--- config.mk ---
export PLATFORM = sky130hd
export DESIGN_NAME = mcu_block_sched
export DESIGN_NICKNAME = d
export VERILOG_FILES = /design/src/rtl/mcu_block_sched.sv
export SDC_FILE = /design/constraint.sdc
export NUM_CORES = 1
export LEC_CHECK = 0
export ABC_AREA = 1
export BUFFER_PORTS_ARGS = -buffer_cell sky130_fd_sc_hd__buf_2
export CORE_AREA = 4 4 60 75
export CTS_BUF_LIST = sky130_fd_sc_hd__clkbuf_8
export DETAILED_ROUTE_END_ITERATION = 7
export DIE_AREA = 0 0 64 79
export HOLD_SLACK_MARGIN = 0.06
export PLACE_DENSITY = 0.9
export SYNTH_ARGS = -nofsm -noshare
export SYNTH_HDL_FRONTEND = slang
export SYNTH_SLANG_ARGS = --single-unit
--- constraint.sdc ---
create_clock -name clock -period 4.4 [get_ports clock]
set_clock_uncertainty 0.2 [all_clocks]
set_input_delay 0.88 -clock clock [delete_from_list [all_inputs] [get_ports clock]]
set_output_delay 0.88 -clock clock [all_outputs]
set_load 0.01 [all_outputs]
--- src/rtl/mcu_block_sched.sv ---
// Block scheduler for the DCT transpose memory: grants whole 64-sample blocks to Y/Cb/Cr in MCU
// order and tags the memory output stream. Define MCU_420_EN for 4:2:0 MCUs (default 4:4:4).
module mcu_block_sched #(
    parameter int unsigned MCU_Y_BLOCKS = 4,
    parameter int unsigned TAG_DEPTH    = 4
) (
    input  logic              clock,
    input  logic              reset_n,
    input  logic              frame_start,
    input  logic [2:0]        req,
    input  logic signed [9:0] in_data_y,
    input  logic signed [9:0] in_data_cb,
    input  logic signed [9:0] in_data_cr,
    output logic [2:0]        grant,
    output logic signed [9:0] mem_data,
    output logic              mem_en,
    input  logic              mem_en_out,
    output logic [1:0]        out_comp,
    output logic              out_block_start,
    output logic              out_block_last,
    output logic              mcu_done,
    output logic              err
);

`ifdef MCU_420_EN
    localparam int unsigned NumY = MCU_Y_BLOCKS;
    localparam int unsigned PosW = $clog2(MCU_Y_BLOCKS + 2);
`else
    // A 4:4:4 MCU always carries a single Y block, whatever MCU_Y_BLOCKS says.
    localparam int unsigned NumY = (MCU_Y_BLOCKS != 0) ? 1 : 1;
    localparam int unsigned PosW = 2;
`endif
    localparam int unsigned LastPos = NumY + 1;
    localparam int unsigned PtrW    = (TAG_DEPTH > 1) ? $clog2(TAG_DEPTH) : 1;

    typedef enum logic {StIdle, StGrant} state_e;

    state_e            state_q;
    logic [5:0]        cnt_q;
    logic [5:0]        out_cnt_q;
    logic [PosW-1:0]   pos_q;
    logic              fs_pend_q;
    logic [2:0]        grant_q;
    logic              mcu_done_q;
    logic              err_q;
    logic [1:0]        tag_mem [TAG_DEPTH];
    logic [PtrW-1:0]   wr_ptr_q;
    logic [PtrW-1:0]   rd_ptr_q;
    logic [PtrW:0]     count_q;

    logic              fifo_empty;
    logic              fifo_pop;
    logic              push_blocked;
    logic              blk_end;
    logic              restart;
    logic [PosW-1:0]   pos_adv;
    logic [PosW-1:0]   pos_sel;
    logic [1:0]        comp_sel;
    logic              start;

    function automatic logic [1:0] comp_of(input logic [PosW-1:0] p);
        if (p < PosW'(NumY)) begin
            return 2'd0;
        end else if (p == PosW'(NumY)) begin
            return 2'd1;
        end
        return 2'd2;
    endfunction

    assign fifo_empty   = (count_q == '0);
    assign fifo_pop     = out_block_last && !fifo_empty;
    // A pop in the same cycle frees the slot the new tag needs.
    assign push_blocked = (count_q == (PtrW + 1)'(TAG_DEPTH)) && !fifo_pop;

    assign blk_end = (state_q == StGrant) && (cnt_q == 6'd63);
    assign restart = frame_start || fs_pend_q;
    assign pos_adv = (pos_q == PosW'(LastPos)) ? '0 : pos_q + 1'b1;

    always_comb begin
        pos_sel = pos_q;
        if (state_q == StIdle) begin
            pos_sel = restart ? '0 : pos_q;
        end else if (blk_end) begin
            pos_sel = restart ? '0 : pos_adv;
        end
    end

    assign comp_sel = comp_of(pos_sel);
    assign start    = ((state_q == StIdle) || blk_end) && req[comp_sel] && !push_blocked;

    always_ff @(posedge clock or negedge reset_n) begin
        if (!reset_n) begin
            state_q    <= StIdle;
            cnt_q      <= '0;
            pos_q      <= '0;
            fs_pend_q  <= 1'b0;
            grant_q    <= '0;
            mcu_done_q <= 1'b0;
            err_q      <= 1'b0;
        end else begin
            mcu_done_q <= 1'b0;
            if (mem_en_out && fifo_empty) begin
                err_q <= 1'b1;
            end
            unique case (state_q)
                StIdle: begin
                    pos_q <= pos_sel;
                    if (start) begin
                        state_q <= StGrant;
                        grant_q <= 3'b001 << comp_sel;
                        cnt_q   <= '0;
                    end
                end
                StGrant: begin
                    cnt_q <= cnt_q + 6'd1;
                    if (cnt_q == 6'd63) begin
                        pos_q      <= pos_sel;
                        fs_pend_q  <= 1'b0;
                        mcu_done_q <= (pos_q == PosW'(LastPos));
                        if (start) begin
                            grant_q <= 3'b001 << comp_sel;
                        end else begin
                            grant_q <= '0;
                            state_q <= StIdle;
                        end
                    end else if (frame_start) begin
                        fs_pend_q <= 1'b1;
                    end
                end
                default: state_q <= StIdle;
            endcase
        end
    end

    always_ff @(posedge clock or negedge reset_n) begin
        if (!reset_n) begin
            wr_ptr_q  <= '0;
            rd_ptr_q  <= '0;
            count_q   <= '0;
            out_cnt_q <= '0;
        end else begin
            if (start) begin
                wr_ptr_q <= wr_ptr_q + 1'b1;
            end
            if (fifo_pop) begin
                rd_ptr_q <= rd_ptr_q + 1'b1;
            end
            count_q <= count_q + (PtrW + 1)'(start) - (PtrW + 1)'(fifo_pop);
            // Stray output-valid with no tag is flagged, not counted.
            if (mem_en_out && !fifo_empty) begin
                out_cnt_q <= out_cnt_q + 6'd1;
            end
        end
    end

    always_ff @(posedge clock) begin
        if (start) begin
            tag_mem[wr_ptr_q] <= comp_sel;
        end
    end

    always_comb begin
        mem_data = '0;
        unique case (grant_q)
            3'b001:  mem_data = in_data_y;
            3'b010:  mem_data = in_data_cb;
            3'b100:  mem_data = in_data_cr;
            default: mem_data = '0;
        endcase
    end

    assign grant           = grant_q;
    assign mem_en          = |grant_q;
    assign mcu_done        = mcu_done_q;
    assign err             = err_q;
    assign out_comp        = fifo_empty ? 2'd0 : tag_mem[rd_ptr_q];
    assign out_block_start = mem_en_out && (out_cnt_q == 6'd0);
    assign out_block_last  = mem_en_out && (out_cnt_q == 6'd63);

endmodule

==> results of run 1 <==
-- worst max-delay path: stages --
cell,delay (ps)
sky130_fd_sc_hd__buf_2,100
sky130_fd_sc_hd__inv_1,60
sky130_fd_sc_hd__nand2_1,60
sky130_fd_sc_hd__nor2_1,120
sky130_fd_sc_hd__nand3_2,130
sky130_fd_sc_hd__nand2_4,150
sky130_fd_sc_hd__nand2_1,80
sky130_fd_sc_hd__nand3_2,80
sky130_fd_sc_hd__nand2_2,160
sky130_fd_sc_hd__ha_1,330
sky130_fd_sc_hd__inv_1,40
sky130_fd_sc_hd__ha_1,180
sky130_fd_sc_hd__fa_1,370
sky130_fd_sc_hd__xnor2_1,190
sky130_fd_sc_hd__xor2_1,160
-- area by class of cell --
class | instances | area, µm² | share of cell area
sequential | 36 | 940.9 | 0.3825
timing repair buffer | 56 | 280.3 | 0.1139
tap | 54 | 67.56 | 0.02747
multi-input combinational | 170 | 932.1 | 0.3789
clock inverter | 3 | 42.54 | 0.01729
inverter | 34 | 127.6 | 0.05188
clock buffer | 5 | 68.82 | 0.02798
-- cell usage after synthesis --
cell type                  number
sky130_fd_sc_hd__nand2_1       58
sky130_fd_sc_hd__edfxtp_1       8
sky130_fd_sc_hd__ha_1           9
sky130_fd_sc_hd__clkinv_1       2
sky130_fd_sc_hd__buf_6          1
sky130_fd_sc_hd__nor2_4         2
sky130_fd_sc_hd__xor2_1         7
sky130_fd_sc_hd__nand4_1        1
sky130_fd_sc_hd__a31oi_1        2
sky130_fd_sc_hd__nor2_1        30
sky130_fd_sc_hd__buf_4          1
sky130_fd_sc_hd__nand2_4        1
sky130_fd_sc_hd__o21ai_1        1
sky130_fd_sc_hd__xnor2_1        2
sky130_fd_sc_hd__nand2_2        7
sky130_fd_sc_hd__dfrtp_1       28
sky130_fd_sc_hd__nand3_2        5
sky130_fd_sc_hd__nand3_1       19
sky130_fd_sc_hd__xor2_2         1
sky130_fd_sc_hd__inv_2          1
sky130_fd_sc_hd__o21ai_2        1
sky130_fd_sc_hd__nor3_1         5
sky130_fd_sc_hd__o21ai_0       10
sky130_fd_sc_hd__nor2_2         1
sky130_fd_sc_hd__inv_1         31
sky130_fd_sc_hd__a21oi_1        6
sky130_fd_sc_hd__a21o_1         1
sky130_fd_sc_hd__fa_1           1
-- per-layer routing --
| layer | global-route usage | up-vias | part of all wire |
|---|---|---|---|
| met5 | 0 | - | 0 |
| met4 | 0.06911 | 0 | 0.0097 |
| met3 | 0.04385 | 4 | 0.036 |
| met2 | 0.3299 | 33 | 0.54 |
| met1 | 0.1954 | 814 | 0.41 |
| li1 | - | 884 | - |
-- registers in the layout, summed over array words and instances, names as in the netlist --
signal     cells
tag_mem        8
cnt_q          6
out_cnt_q      6
count_q        3
grant          3
pos_q          2
rd_ptr_q       2
wr_ptr_q       2
err            1
fs_pend_q      1
mcu_done       1
state_q        1
-- power by group through the flow --
stage / clock network (mW) / logic (mW) / registers, mW
global route: 0.308 / 0.578 / 0.558
finish: 0.283 / 0.498 / 0.545
floorplan: 0 / 0.367 / 0.526
CTS: 0.292 / 0.504 / 0.545
detailed placement: 0 / 0.500 / 0.552
global placement: 0 / 0.483 / 0.545
-- per-stage QoR --
| step | power, mW | area (µm²) |
|---|---|---|
| finish | 1.326 | 2460 |
| global placement | 1.029 | 2349 |
| floorplan | 0.8922 | 2019 |
| detailed placement | 1.052 | 2349 |
| global route | 1.445 | 2460 |
| CTS | 1.341 | 2460 |
-- kinds of logic (layout without fill, tap and decap cells) --
| family | Yosys count | count (layout) | share of synthesized area |
|---|---|---|---|
| AND/OR/NAND/NOR | 129 | 129 | 0.2924 |
| XOR/XNOR | 10 | 10 | 0.04709 |
| adder cells (fa/ha/maj) | 10 | 10 | 0.06568 |
| flip-flops | 36 | 36 | 0.4659 |
| buffers and inverters | 36 | 98 | 0.07249 |
| AO/OA/AOI/OAI | 21 | 21 | 0.05638 |
-- worst max path at each step --
stage | to | slack (ps) | cells past startpoint
final | count_q[2] | 1330 | 15
after global routing | count_q[2] | 1130 | 16
after floorplan | count_q[2] | 1310 | 15
after CTS | count_q[2] | 1320 | 16
after global placement | count_q[2] | 1130 | 15
after detailed placement | count_q[2] | 1020 | 15
==> out/summary.log, run 1 <==
[sta] Worst Hold Margin 270.8 ps
[die] floorplan die height 79 µm
[logic_synthesis] Avg Cell Area, Syn 8.345 µm²
[sta] total negative slack 0 ps
[clock_tree] cell at the root of the clock tree sky130_fd_sc_hd__clkbuf_8
[job] max capacitance violation total 0
[clock_tree] H-tree lvl count 2
[die] Starting Density 0.5336
[logic_synthesis] Post-Synthesis Cell Area 2019 µm²
[detailed_routing] total via count in the routed design 1,735
[clock_tree] TritonCTS clock tree yes
[power_and_ir_drop] combinational fraction of design power 0.375
[setup_path] r2r setup slk 1340 ps
[power_and_ir_drop] Clock Power Share 0.213
[die] Die X 64 µm
[clock_tree] number of clock buffers inserted by TritonCTS 5
[hold_path] critical hold path startpoint pos_q[0]
[placed_design] dpl ws 1021 ps
[logic_synthesis] largest cells by area after synthesis sky130_fd_sc_hd__dfrtp_1 (35%), sky130_fd_sc_hd__edfxtp_1 (12%), sky130_fd_sc_hd__nand2_1 (11%)
[global_route] maximum number of pins on one net before global-route repair 29
[logic_synthesis] proportion of netlist area held by the largest area contributor 0.3470
[setup_path] biggest fanout along the worst timing path 12
[logic_synthesis] YS warnings 0
[setup_path] Worst Path Arrival 3090 ps
[power_and_ir_drop] net load switching power 0.5122 mW
[sta] Tightest Pin Transition 1024 ps
[setup_path] worst endpoint required time 4410 ps
[logic_synthesis] Unique masters post-synth 28
[die] number of rows in the core area 25
[clock_tree] clock tree buffer depth 2
[sta] count of final hold-check violations 0
[detailed_routing] Iter 0 DRT Violations 71
[finish] most common cell after layout, fill and taps aside sky130_fd_sc_hd__nand2_1
[global_route] number of global-route vias before repair 1,760
[sta] share of the clock period used by the worst path 0.6987
[die] count of pins on the block boundary 57
[setup_path] start-to-end type of the worst setup path primary input to register
[power_and_ir_drop] Pleak 1.276 nW
[power_and_ir_drop] proportion of total power due to net switching 0.3863
[clock_tree] insertion delay to the later sink of the worst-skew pair 280 ps
[sta] achievable clock frequency 325.3 MHz
[sta] RSZ-0062 raised after global routing false
[global_route] GRT Overall Usage 0.1795
[setup_path] R2R Path End count_q[2]
[clock_tree] cells resized by post-CTS repair 0
[global_route] number of antenna violations at the first check in global routing 0
[placed_design] Buffers on Ports 56
[logic_synthesis] proportion of synthesized chip area in sequential cells 0.4659
[sta] relative slew slack 0.3124
[finish] commonest cells after routing, fill and taps aside sky130_fd_sc_hd__nand2_1 (58), sky130_fd_sc_hd__buf_2 (56), sky130_fd_sc_hd__inv_1 (31)
[detailed_routing] detailed-route wire length per cell 11.47 µm
[clock_tree] Clock Sinks 36
[hold_path] worst min path class register to register
[power_and_ir_drop] sequential power share 0.411
[logic_synthesis] cell count after synthesis 242
[logic_synthesis] FF+latch count, synth 36
[detailed_routing] detailed-route DRC error count 0
[placed_design] sum of net half-perimeters after detailed placement 3200 µm
[finish] number of nets in the layout 350
[detailed_routing] average vias per placed instance 4.846
[setup_path] kind of end point of the critical path register
[die] DIE AREA 5056 µm²
[logic_synthesis] library cell occupying the most area in the post-synthesis netlist sky130_fd_sc_hd__dfrtp_1
[setup_path] R2R cell count 16
[placed_design] weighted congestion reported at the end of routability-driven placement 0.8763
[detailed_routing] post-detailed-routing wire length 4108 µm
[status] outcome complete, no violations
[power_and_ir_drop] power density over the cells 539.0 nW/µm²
[detailed_routing] count of TritonRoute iterations in the first routing pass 4
[finish] synthesis-to-layout area growth 21.81%
[global_route] remaining global-route overflow 0
[detailed_routing] remaining antenna violation count 0
[hold_path] Hold Path Depth 1
[global_route] wire length of the first global-routing pass 7210 µm
[setup_path] Worst setup startpoint frame_start
[hold_path] Hold Crit Endpoint mcu_done
[sta] max-slew violations 0
[finish] fill cell count 309
[clock_tree] post-CTS setup buffer count 0
[die] core area 3785 µm²
[sta] final setup violating endpoints 0
[finish] antenna diode count 0
[clock_tree] Post-CTS Hold Buffers 0
[power_and_ir_drop] internal power of the cells 0.8138 mW
[setup_path] Reg-to-Reg Start cnt_q[0]
[sta] crit path time final 3074 ps
[placed_design] number of cells in the design after placement 350
[finish] layout cells sized above 1 0.2730
[logic_synthesis] syn_nets 289
[sta] slack of the critical path 1326 ps
[finish] utilization after layout 0.6499
[power_and_ir_drop] worst supply voltage drop on vdd 0.0003079 V
[setup_path] Worst Setup Start Kind primary input
[finish] Final Instance Count excl. Fillers 358
[clock_tree] Worst-path clk slew 70 ps
Power figures use the tool's default switching activity.
==> run 2: changes to the inputs <==
--- a/config.mk
+++ b/config.mk
@@ -7,12 +7,12 @@
 export LEC_CHECK = 0
 export ABC_AREA = 1
 export BUFFER_PORTS_ARGS = -buffer_cell sky130_fd_sc_hd__buf_2
-export CORE_AREA = 4 4 60 75
+export CORE_AREA = 4 4 63 79
 export CTS_BUF_LIST = sky130_fd_sc_hd__clkbuf_8
 export DETAILED_ROUTE_END_ITERATION = 7
-export DIE_AREA = 0 0 64 79
+export DIE_AREA = 0 0 67 83
 export HOLD_SLACK_MARGIN = 0.06
-export PLACE_DENSITY = 0.9
+export PLACE_DENSITY = 0.86
 export SYNTH_ARGS = -nofsm -noshare
 export SYNTH_HDL_FRONTEND = slang
 export SYNTH_SLANG_ARGS = --single-unit
==> constraint.sdc (replaced) <==
create_clock -name clock -period 2.65 [get_ports clock]
set_clock_uncertainty 0.2 [all_clocks]
set_input_delay 0.53 -clock clock [delete_from_list [all_inputs] [get_ports clock]]
set_output_delay 0.53 -clock clock [all_outputs]
set_load 0.01 [all_outputs]
==> run 2 against run 1 <==
Compared with the run above:
- the run now ends with negative setup slack left
- core utilization shrank 2.6 points
- combinational power is 100% higher
- first-iteration DRC count is 38% higher
- non-clock buffer count rose by 19
- die area is 10% higher
- sequential share of layout area fell by 3.1 points
- worst setup slack worse by 1500 ps
- sequential cell count unchanged
- hold slack got worse by 210 ps
- count of clock-buffer cells in the layout unchanged
- critical path type is now register to register
- largest power group is now combinational cells
- highest routed layer unchanged
==> out/summary.log, run 2 (synthesis results as in run 1) <==
[sta] crit path time final 2854 ps
[finish] post-layout instance area 2678 µm² [+8.9%]
[setup_path] Worst Path Arrival 2810 ps [-280 ps]
[die] floorplan die height 83 µm [+5.1%]
[clock_tree] Clock Sinks 36 [unchanged]
[finish] layout cells sized above 1 0.3375 [+0.06443]
[finish] utilization after layout 0.6241 [-0.02583]
[detailed_routing] Iter 0 DRT Violations 98 [+38%]
[finish] fill cell count 369 [+19%]
[setup_path] kind of end point of the critical path register
[sta] relative slew slack 0.5792 [+0.2668]
[power_and_ir_drop] proportion of total power due to net switching 0.4006 [+0.01433]
[finish] registers with the most flip-flops tag_mem: 8 flops, cnt_q: 6 flops, out_cnt_q: 6 flops
[power_and_ir_drop] Pleak 1.372 nW [+7.5%]
[placed_design] weighted congestion reported at the end of routability-driven placement 0.8067 [-7.9%]
[finish] commonest cells after routing, fill and taps aside sky130_fd_sc_hd__nand2_1 (56), sky130_fd_sc_hd__buf_2 (56), sky130_fd_sc_hd__inv_1 (32)
[power_and_ir_drop] combinational fraction of design power 0.440 [+0.065]
[sta] slack of the critical path -203.6 ps [-1529 ps]
[power_and_ir_drop] Clock Power Share 0.156 [-0.057]
[setup_path] Worst Setup Start Kind register
[sta] total negative slack -203.6 ps [-203.6 ps]
[detailed_routing] total via count in the routed design 1,799 [+3.7%]
[detailed_routing] post-detailed-routing wire length 4657 µm [+13%]
[power_and_ir_drop] sequential power share 0.404 [-0.007]
[finish] register with the most flip-flops tag_mem
[power_and_ir_drop] internal power of the cells 1.362 mW [+67%]
[global_route] number of global-route vias before repair 1,771 [+0.63%]
[sta] max-slew violations 0 [unchanged]
[placed_design] sum of net half-perimeters after detailed placement 3405 µm [+6.4%]
[clock_tree] TritonCTS clock tree yes
[detailed_routing] count of TritonRoute iterations in the first routing pass 7 [+3]
[die] count of pins on the block boundary 57 [unchanged]
[clock_tree] Post-CTS Hold Buffers 0 [unchanged]
[sta] Tightest Pin Transition 631.2 ps [-392.3 ps]
[clock_tree] H-tree lvl count 2 [unchanged]
[die] Die X 67 µm [+4.7%]
[setup_path] worst endpoint required time 2610 ps [-1800 ps]
[power_and_ir_drop] power density over the cells 848.9 nW/µm² [+57%]
[power_and_ir_drop] net load switching power 0.9105 mW [+78%]
[clock_tree] cell at the root of the clock tree sky130_fd_sc_hd__clkbuf_8
[clock_tree] Worst-path clk slew 70 ps [about the same]
[setup_path] biggest fanout along the worst timing path 6 [-6]
[detailed_routing] detailed-route DRC error count 0 [unchanged]
[clock_tree] clock tree buffer depth 2 [unchanged]
[placed_design] dpl ws -146.3 ps [-1167 ps]
[finish] Largest register FFs 8 [unchanged]
[setup_path] start-to-end type of the worst setup path register to register
[power_and_ir_drop] worst supply voltage drop on vdd 0.0007304 V [+140%]
[die] core area 4290 µm² [+13%]
[clock_tree] insertion delay to the later sink of the worst-skew pair 280 ps [about the same]
[sta] final setup violating endpoints 1 [+1]
[global_route] wire length of the first global-routing pass 7493 µm [+3.9%]
[sta] RSZ-0062 raised after global routing true
[finish] number of nets in the layout 369 [+5.4%]
[sta] count of final hold-check violations 0 [unchanged]
[global_route] GRT Overall Usage 0.1703 [-0.009120]
[finish] antenna diode count 0 [unchanged]
[detailed_routing] average vias per placed instance 4.722 [-2.6%]
[clock_tree] number of clock buffers inserted by TritonCTS 5 [unchanged]
[global_route] maximum number of pins on one net before global-route repair 29 [unchanged]
[die] Starting Density 0.4707 [-0.06286]
[global_route] remaining global-route overflow 0 [unchanged]
[placed_design] Buffers on Ports 56 [unchanged]
[sta] Worst Hold Margin 59.89 ps [-210.9 ps]
[detailed_routing] detailed-route wire length per cell 12.22 µm [+6.5%]
[die] DIE AREA 5561 µm² [+10%]
[job] max capacitance violation total 0 [unchanged]
[sta] share of the clock period used by the worst path 1.077
[detailed_routing] remaining antenna violation count 0 [unchanged]
[hold_path] worst min path class primary input to async pin
[status] outcome complete, but fails checks
[status] violations in the final reports negative setup slack
[sta] achievable clock frequency 350.4 MHz
[global_route] number of antenna violations at the first check in global routing 0 [unchanged]
[die] number of rows in the core area 27 [+8.0%]
[finish] synthesis-to-layout area growth 32.59%
[placed_design] placed cell area 2476 µm² [+5.4%]
==> run 2: critical path, cell delays in order (launching register included) <==
cell and delay [ps]:
sky130_fd_sc_hd__dfrtp_1 400, sky130_fd_sc_hd__ha_4 190, sky130_fd_sc_hd__nand2_4 60, sky130_fd_sc_hd__nor2_4 120, sky130_fd_sc_hd__nand3_4 110, sky130_fd_sc_hd__nand2_4 100, sky130_fd_sc_hd__nand2_4 70, sky130_fd_sc_hd__nor2_4 130
sky130_fd_sc_hd__nand2_2 70, sky130_fd_sc_hd__nand3_2 60, sky130_fd_sc_hd__nand2_2 80, sky130_fd_sc_hd__ha_4 270, sky130_fd_sc_hd__inv_2 40, sky130_fd_sc_hd__ha_4 150, sky130_fd_sc_hd__fa_2 380, sky130_fd_sc_hd__xnor2_2 150
sky130_fd_sc_hd__xor2_1 160
==> run 2: layout make-up <==
cell class / count / area [µm²] / area share
multi-input cells: 170 / 1032 / 0.3855
clock inverters: 3 / 11.26 / 0.004206
well taps: 58 / 72.57 / 0.02710
repair buffers: 75 / 422.9 / 0.1579
inverters: 34 / 127.6 / 0.04766
clock buffers: 5 / 68.82 / 0.02570
flip-flops and latches: 36 / 942.2 / 0.3519
==> run 2: final timing paths <==
path / startpoint / to / slack [ps] / cells past startpoint
worst max-delay path: cnt_q[1] / count_q[2] / -200 / 16
worst min-delay path: reset_n / cnt_q[1] / 60 / 1
worst max register to register: cnt_q[1] / count_q[2] / -200 / 16
worst min register to register: err / err / 260 / 1
max in group asynchronous: reset_n / state_q / 1740 / 1
min in group clock: err / err / 260 / 1
==> run 2: power groups by stage <==
| stage | clock network [mW] | registers [mW] | logic (mW) |
|---|---|---|---|
| after global placement | 0 | 0.894 | 0.893 |
| after CTS | 0.362 | 0.898 | 0.965 |
| after global routing | 0.393 | 0.941 | 1.14 |
| after detailed placement | 0 | 0.899 | 0.934 |
| final | 0.355 | 0.919 | 0.999 |
| after floorplan | 0 | 0.875 | 0.616 |
==> run 2: repair_timing <==
| item | in CTS | in global routing |
|---|---|---|
| pin swaps | 1 | 12 |
| endpoints found under the setup margin | 1 | 2 |
| resized for setup | 4 | 11 |
| buffers inserted | 0 | 4 |
==> run 2: stage by stage <==
step / power, mW / instances
floorplan: 1.490 / 242
global placement: 1.787 / 369
detailed placement: 1.833 / 369
CTS: 2.225 / 377
global route: 2.475 / 381
finish: 2.273 / 381
==> run 2: metal layers <==
layer	vias to the layer above	routed length [µm]	track usage
met3	7	145	0.03654
met4	0	58	0.05166
met5	-	0	0
met2	35	2656	0.2996
li1	923	-	-
met1	834	1796	0.2011
